===== src/rtl/i_vector_sram_writer.sv =====
// Packs a stream of 16-bit I values four-per-word and writes them into the I SRAM,
// storing value index k at word k[9:2], lane k[1:0] to match the I-value read path.
module i_vector_sram_writer #(
  parameter int DATA_WIDTH  = 16,
  parameter int LANES       = 4,
  parameter int INDEX_WIDTH = 10,
  parameter int ADDR_WIDTH  = 8
) (
  input  logic                        clock,
  input  logic                        reset_n,
  input  logic                        start,
  input  logic [DATA_WIDTH-1:0]       I_value_in,
  input  logic                        I_valid,
  input  logic                        I_last,
  output logic                        I_ready,
  output logic                        I_sram_write_en,
  output logic [ADDR_WIDTH-1:0]       I_sram_write_addr,
  output logic [DATA_WIDTH*LANES-1:0] I_sram_write_data,
  output logic [LANES-1:0]            I_sram_lane_mask,
  output logic                        busy,
  output logic                        done
);

  localparam int LANE_BITS  = INDEX_WIDTH - ADDR_WIDTH;
  localparam int WORD_WIDTH = DATA_WIDTH * LANES;

  typedef enum logic [1:0] {IDLE, FILL, WRITE, DONE} state_t;

  state_t                 state;
  logic [INDEX_WIDTH-1:0] index;
  logic [WORD_WIDTH-1:0]  pack;
  logic [LANES-1:0]       mask;
  logic                   last_seen;

  logic [LANE_BITS-1:0]   lane;
  logic [WORD_WIDTH-1:0]  pack_next;
  logic [LANES-1:0]       mask_next;
  logic                   accept;
  logic                   vector_end;
  logic                   word_done;

  assign lane       = index[LANE_BITS-1:0];
  assign accept     = (state == FILL) && I_valid && I_ready;
  // The top index is an implicit last: the counter must never wrap onto word 0.
  assign vector_end = I_last || (&index);
  assign word_done  = (&lane) || vector_end;

  // NOTE: every always_comb output gets a default first so no latch is inferred.
  always_comb begin
    pack_next = pack;
    mask_next = mask;
    for (int n = 0; n < LANES; n++) begin
      if (lane == LANE_BITS'(n)) begin
        pack_next[n*DATA_WIDTH +: DATA_WIDTH] = I_value_in;
        mask_next[n]                          = 1'b1;
      end
    end
  end

  // NOTE: sequential state uses non-blocking assignments only, so every register
  // samples pre-edge values regardless of statement order.
  always_ff @(posedge clock or negedge reset_n) begin
    if (!reset_n) begin
      state             <= IDLE;
      index             <= '0;
      pack              <= '0;
      mask              <= '0;
      last_seen         <= 1'b0;
      I_ready           <= 1'b0;
      I_sram_write_en   <= 1'b0;
      I_sram_write_addr <= '0;
      I_sram_write_data <= '0;
      I_sram_lane_mask  <= '0;
      busy              <= 1'b0;
      done              <= 1'b0;
    end else begin
      case (state)
        IDLE: begin
          if (start) begin
            index     <= '0;
            pack      <= '0;
            mask      <= '0;
            last_seen <= 1'b0;
            I_ready   <= 1'b1;
            busy      <= 1'b1;
            state     <= FILL;
          end
        end

        FILL: begin
          if (accept) begin
            pack <= pack_next;
            mask <= mask_next;
            if (!(&index)) index <= index + INDEX_WIDTH'(1);
            if (word_done) begin
              // The completed word goes straight to the write port registers.
              I_ready           <= 1'b0;
              I_sram_write_en   <= 1'b1;
              I_sram_write_addr <= index[INDEX_WIDTH-1:LANE_BITS];
              I_sram_write_data <= pack_next;
              I_sram_lane_mask  <= mask_next;
              last_seen         <= vector_end;
              state             <= WRITE;
            end
          end
        end

        WRITE: begin
          I_sram_write_en <= 1'b0;
          pack            <= '0;
          mask            <= '0;
          if (last_seen) begin
            done  <= 1'b1;
            state <= DONE;
          end else begin
            I_ready <= 1'b1;
            state   <= FILL;
          end
        end

        DONE: begin
          done  <= 1'b0;
          busy  <= 1'b0;
          state <= IDLE;
        end

        default: state <= IDLE;
      endcase
    end
  end

endmodule

===== config.mk =====
export PLATFORM = sky130hd
export DESIGN_NAME = i_vector_sram_writer
export DESIGN_NICKNAME = d
export VERILOG_FILES = /design/src/rtl/i_vector_sram_writer.sv
export SDC_FILE = /design/constraint.sdc
export NUM_CORES = 1
export LEC_CHECK = 0
export ABC_AREA = 1
export CAP_MARGIN = 20
export CORE_MARGIN = 2
export CORE_UTILIZATION = 59
export DETAILED_ROUTE_END_ITERATION = 6
export HOLD_SLACK_MARGIN = 0.15
export PLACE_DENSITY_LB_ADDON = 0.12
export RECOVER_POWER = 50
export SYNTH_ARGS = -nofsm -noshare
export SYNTH_HDL_FRONTEND = slang
export SYNTH_SLANG_ARGS = --single-unit

===== constraint.sdc =====
create_clock -name clock -period 2.66 [get_ports clock]
set_clock_uncertainty 0.15 [all_clocks]
set_input_delay 0.798 -clock clock [delete_from_list [all_inputs] [get_ports clock]]
set_output_delay 0.798 -clock clock [all_outputs]
set_load 0.005 [all_outputs]

==> After elaboration in Yosys (flattened, before gate mapping) <==
Index checks and enable logic that the tools add are counted.
{ "classes": {"n_addsub": 1, "n_eq_ne": 12, "n_mux": 38, "reduce_logical": 22} }
{ "op_table": {"columns": ["op", "count"], "rows": [
  ["one-hot mux 64 bit (3 select lines)", 1],
  ["two-way mux 64 bit", 2],
  ["two-way mux 16 bit", 4],
  ["two-way mux 10 bit", 3],
  ["one-hot mux 10 bit (2 select lines)", 1],
  ["two-way mux 1 bit", 14],
  ["inequality test 2 bit, second input constant", 6],
  ["one-hot mux 4 bit (3 select lines)", 1],
  ["AND reduction 3 bit", 4],
  ["adder 10 x 1 -> 10 bit, second input constant", 1],
  ["AND reduction 10 bit", 1],
  ["== test 2 bit, second input constant", 4],
  ["two-way mux 2 bit", 4],
  ["two-way mux 4 bit", 2],
  ["one-hot mux 1 bit (2 select lines)", 4],
  ["one-hot mux 2 bit (4 select lines)", 1],
  ["AND reduction 4 bit", 2],
  ["nonzero test 2 bit", 4],
  ["AND reduction 2 bit", 3],
  ["AND reduction 5 bit", 1],
  ["== test 2 x 1 -> 1 bit, second input constant", 2],
  ["logical NOT 2 bit", 2],
  ["one-hot mux 1 bit (3 select lines)", 1],
  ["nonzero test 3 bit", 1],
  ["other kinds (2)", 4]
]} }
{ "word_totals": {"register_bits": 161, "out_inout_bits": 80, "elab_cells": 85} }

==> Longest topological paths before layout <==
{ "logic_depth": {"word_depth": 6, "mapped_depth": 10} }

==> Worst setup path after synthesis <==
No wires, ideal clock.
{ "synth_path": {"path_type": "input to register", "startpoint": "input I_valid", "endpoint": "register index[5]", "setup_ns": 0.123, "arrival_time_ns": 1.683, "path_slack_ns": 0.704, "n_path_buf": 2, "cell_stages": 9, "required_time_ns": 2.387, "path_cell_list": "nand2_1 > inv_1 > buf_2 > nand2_2 > nand2_2 > nand2_2 > buf_4 > nand2_1 > o21ai_1"} }
{ "synth_between": {"elab_chain_len": 4} }
{ "synth_rtl": {"columns": ["item", "line", "source"], "rows": [
  ["start, declared", "13", "input logic I_valid,"],
  ["logical AND 1 bit (2 in series)", "43", "assign accept = (state == FILL) && I_valid && I_ready;"],
  ["inequality test 2 bit (no line)", null, null],
  ["AND reduction 4 bit (no line)", null, null],
  ["end signal, assigned", "94", "if (!(&index)) index <= index + INDEX_WIDTH'(1);"],
  ["end, declared", "30", "logic [INDEX_WIDTH-1:0] index;"]
]} }
No other way between the ends.
A chain may end at the register's enable or synchronous reset.

==> Final worst setup path <==
{ "layout_path": {"startpoint": "register I_ready", "endpoint": "output I_ready"} }
{ "layout_rtl": {"columns": ["item", "line", "source"], "rows": [
  ["start, declared", "15", "output logic I_ready,"],
  ["start signal, assigned", "69", "I_ready <= 1'b0;"],
  ["start signal, assigned", "84", "I_ready <= 1'b1;"],
  ["start signal, assigned", "97", "I_ready <= 1'b0;"]
]} }
No word-level cell between the ends.

==> summary.txt <==
Timing
  – Maximum frequency from static timing analysis: 0.436 GHz
  – Final period demand of the worst path: 2.29 ns
  – Relative slew margins: -7.25%
  – Final hold vios: 0
  – Final setup violating endpoints: 0
  – Unrepaired setup endpoints after global routing: false
  – Final Max Tran Viols: 59
  – Fraction of the cycle the final worst path needs: 86.1%
  – Slew of the pin with the lowest slew margin: 1.61 ns
  – Final TNS setup: 0 ns

Clock network
  – Insertion delay to the later sink of the worst-skew pair: 0.43 ns
  – Clock slew seen by the registers of the worst setup and hold paths: 0.06 ns
  – Max Root-Sink Buffers: 2
  – Number of clock buffers inserted by TritonCTS: 17
  – Post-CTS setup-driven buffer insertion count: 0
  – Sink Count: 161
  – H-Tree Level Count: 4
  – Clock tree from TritonCTS: done
  – Clock root buffer master: sky130_fd_sc_hd__clkbuf_16
  – Resize count post-CTS: 0
  – Hold_buf cts: 0

Placed design
  – Placed wire-length estimate after detailed placement: 12400 um
  – # placed instances: 1087
  – Final estimated routing congestion in global placement: 0.885
  – Number of input and output port buffers inserted: 100

Worst setup path
  – Worst R2R Setup Slack: 0.39 ns
  – Worst r2r path cells: 7
  – Crit path buf inv count: 1
  – Start of the worst register-to-register path: index[0]
  – Critical path data arrival time: 1.34 ns
  – Critical Path Max Stage Delay: 0.52 ns
  – Reg-to-reg critical path endpoint: I_sram_write_data[48]
  – Maximum fanout encountered on the critical timing path: 3
  – Crit-path leading delay family: buffers and inverters
  – Setup crit end kind: primary output
  – First element of the critical path: I_ready
  – Endpoint required time on the critical path: 1.71 ns
  – CP Cell Sequence: clkdlybuf4s50_1
  – Type of the worst setup path: reg -> out
  – Cell at the slowest stage of the critical path: sky130_fd_sc_hd__clkdlybuf4s50_1
  – Category of the worst setup path launch point: flip-flop

GRT
  – Total overflow reported by the global router: 0
  – GR Util All Layers: 30.6%
  – Antenna violations before repair: 0
  – Maximum number of pins on one net before global-route repair: 65
  – Global-route wire length before repair: 30700 um
  – Number of global-route vias before repair: 6136

Worst hold path
  – Hold endpoint: I_sram_write_data[46]
  – Path category of the worst min-delay check: reg -> reg
  – Hold Path Stages: 2
  – Critical hold path startpoint: I_sram_write_data[46]

Floorplan
  – Horizontal die dimension: 114 um
  – Die Span Y: 114 um
  – Placement Rows: 40
  – Area of the die: 13000 sq um
  – I/O Pins: 101
  – Core footprint: 11900 sq um
  – Initial cell density of the core: 59.8%

Route
  – Count of nets left with antenna violations after detail routing: 0
  – WL/cell: 16.8 um
  – Total vias in the final route: 6279
  – Violation count after the first detailed-routing iteration: 568
  – Vias per cell: 5.63
  – DR pass1 iterations: 5
  – Routed Wire Length: 18800 um
  – Detailed-route DRC error count: 0

Power and ir drop
  – Total power density per cell area: 1090 nW/um^2
  – Switching share of power: 35.6%
  – Maximum vdd ir drop: 574 uV
  – Internal Pwr Total: 6.23 mW
  – Sw Pwr: 3.44 mW
  – Logic gate share of total power: 37.0%
  – P_leak: 4.15 nW
  – Clock Power Share: 25.1%
  – Fraction of power consumed by sequential logic: 37.8%

Cells and area
  – Most common cell after layout, fill and taps aside: sky130_fd_sc_hd__nand2_1
  – Finished Layout Cells: 1115
  – Count of inserted antenna diode cells: 0
  – Footprint of the multi-input gates: 2550 sq um
  – Fraction of final layout cells sized beyond drive strength 1: 5.79%
  – Core Util, Final: 74.5%
  – Filler cell count: 884
  – Area used by sequential logic in the layout: 4030 sq um
  – Most frequent cells in the layout: sky130_fd_sc_hd__nand2_1 (311), sky130_fd_sc_hd__dfrtp_1 (161), sky130_fd_sc_hd__o21ai_0 (124)
  – Number of nets in the final layout: 984
  – Area growth from synthesis to layout: 24.6%

Synthesis
  – Mux share of post-synthesis cell area: 0.844%
  – Ranking of synthesized cells by area: sky130_fd_sc_hd__dfrtp_1 (57%), sky130_fd_sc_hd__nand2_1 (16%), sky130_fd_sc_hd__o21ai_0 (8.4%)
  – Share of synthesized cell area in full adder, half adder and majority cells: 0.703%
  – Number of register bits inferred by synthesis: 161
  – Cell type with the largest total area after synthesis: sky130_fd_sc_hd__dfrtp_1
  – Fraction of the mapped netlist area in simple logic gates: 23.0%
  – Compound-cell area share of the yosys netlist: 11.1%
  – Fraction of synthesized cell area in xor and xnor cells: 0.246%
  – Portion of synthesized cell area occupied by the leading cell type: 56.6%
  – Netlist area before placement: 7120 sq um
  – Post-synth net total: 891
  – Mapped Avg Cell Area: 8.22 sq um
  – Proportion of synthesized chip area in sequential cells: 56.6%
  – Count of yosys warnings during synthesis: 0
  – Cell count after synthesis: 866
  – Cell variety after synth: 23
  – Combinational family with the most area after synthesis: simple AND/OR/NAND/NOR gates

Job
  – Maximum Capacitance Violations: 1

Outcome
  – Violations in the final reports: capacitance limit, slew limit
  – Outcome: finished with violations
[stage by stage]
stage	cell area, sq um	setup WS (ns)	power [mW]	hold slack, ns
final	8870	0.369	9.68	0.328
after global routing	8870	0.228	10.3	0.349
after CTS	8900	0.363	9.71	0.222
after detailed placement	8320	0.253	7.22	0.314
after global placement	8320	0.298	7.08	0.311
after floorplan	7120	0.704	5.52	0.298
[final cells by class]
class                   instances  area share, %
clock buffers                  21           5.30
clock inverters                 7           1.24
inverters                      84           3.55
flip-flops and latches        161           45.4
well taps                     147           2.07
repair buffers                123           13.6
multi-input cells             572           28.8
[power groups by stage]
stage,registers (mW),logic [mW],clock network [mW]
2_1_floorplan,3.64,1.88,0
3_3_place_gp,3.64,3.43,0
3_5_place_dp,3.68,3.53,0
4_1_cts,3.66,3.60,2.45
5_1_grt,3.74,3.97,2.56
6_report,3.66,3.58,2.43
[kinds of logic (layout without fill, tap and decap cells)]
logic type | after synthesis | after routing
AOI/OAI and AO/OA | 156 | 156
xor gates and xnor gates | 2 | 2
adders and majority gates | 4 | 4
buffers and inverters | 133 | 235
DFF | 161 | 161
muxes | 6 | 6
and+or+nand+nor | 404 | 404
[Yosys cell counts]
cell type / number
sky130_fd_sc_hd__clkbuf_1: 32
sky130_fd_sc_hd__mux2i_1: 6
sky130_fd_sc_hd__o21ai_0: 119
sky130_fd_sc_hd__dfrtp_1: 161
sky130_fd_sc_hd__nand3b_1: 1
sky130_fd_sc_hd__xor2_1: 2
sky130_fd_sc_hd__buf_1: 1
sky130_fd_sc_hd__inv_1: 80
sky130_fd_sc_hd__nand3_4: 1
sky130_fd_sc_hd__o211ai_1: 1
sky130_fd_sc_hd__nand4_1: 2
sky130_fd_sc_hd__ha_1: 4
sky130_fd_sc_hd__o21ai_1: 31
sky130_fd_sc_hd__nand2_2: 4
sky130_fd_sc_hd__a21oi_1: 1
sky130_fd_sc_hd__inv_2: 4
sky130_fd_sc_hd__buf_2: 8
sky130_fd_sc_hd__nor2_2: 2
sky130_fd_sc_hd__buf_4: 8
sky130_fd_sc_hd__o22ai_1: 4
sky130_fd_sc_hd__nand3_1: 65
sky130_fd_sc_hd__nor2_1: 18
sky130_fd_sc_hd__nand2_1: 311
[worst max path at each step]
stage / end / slack, ns / depth (start not counted)
after global routing: I_sram_write_data[48] / 0.23 / 7
after detailed placement: pack[39] / 0.25 / 9
after CTS: I_sram_write_data[58] / 0.36 / 1
after global placement: pack[25] / 0.30 / 9
final: I_ready / 0.37 / 1
after floorplan: index[5] / 0.70 / 9
[sequential cells by signal (all words and copies together), names as in the netlist, 2 cells and up]
register and count:
I_sram_write_data 64, I_sram_write_addr 8, state 2, index 10
pack 64, I_sram_lane_mask 4, mask 4
[layer usage]
| metal | vias up | track usage (%) | part of all wire [%] |
|---|---|---|---|
| li1 | 2925 | - | - |
| met1 | 3023 | 41.0 | 41 |
| met2 | 292 | 50.2 | 49 |
| met3 | 39 | 6.22 | 7.2 |
| met4 | 0 | 11.1 | 2.7 |
| met5 | - | 0 | 0 |
Note: power is estimated with default switching activity, not from simulation.
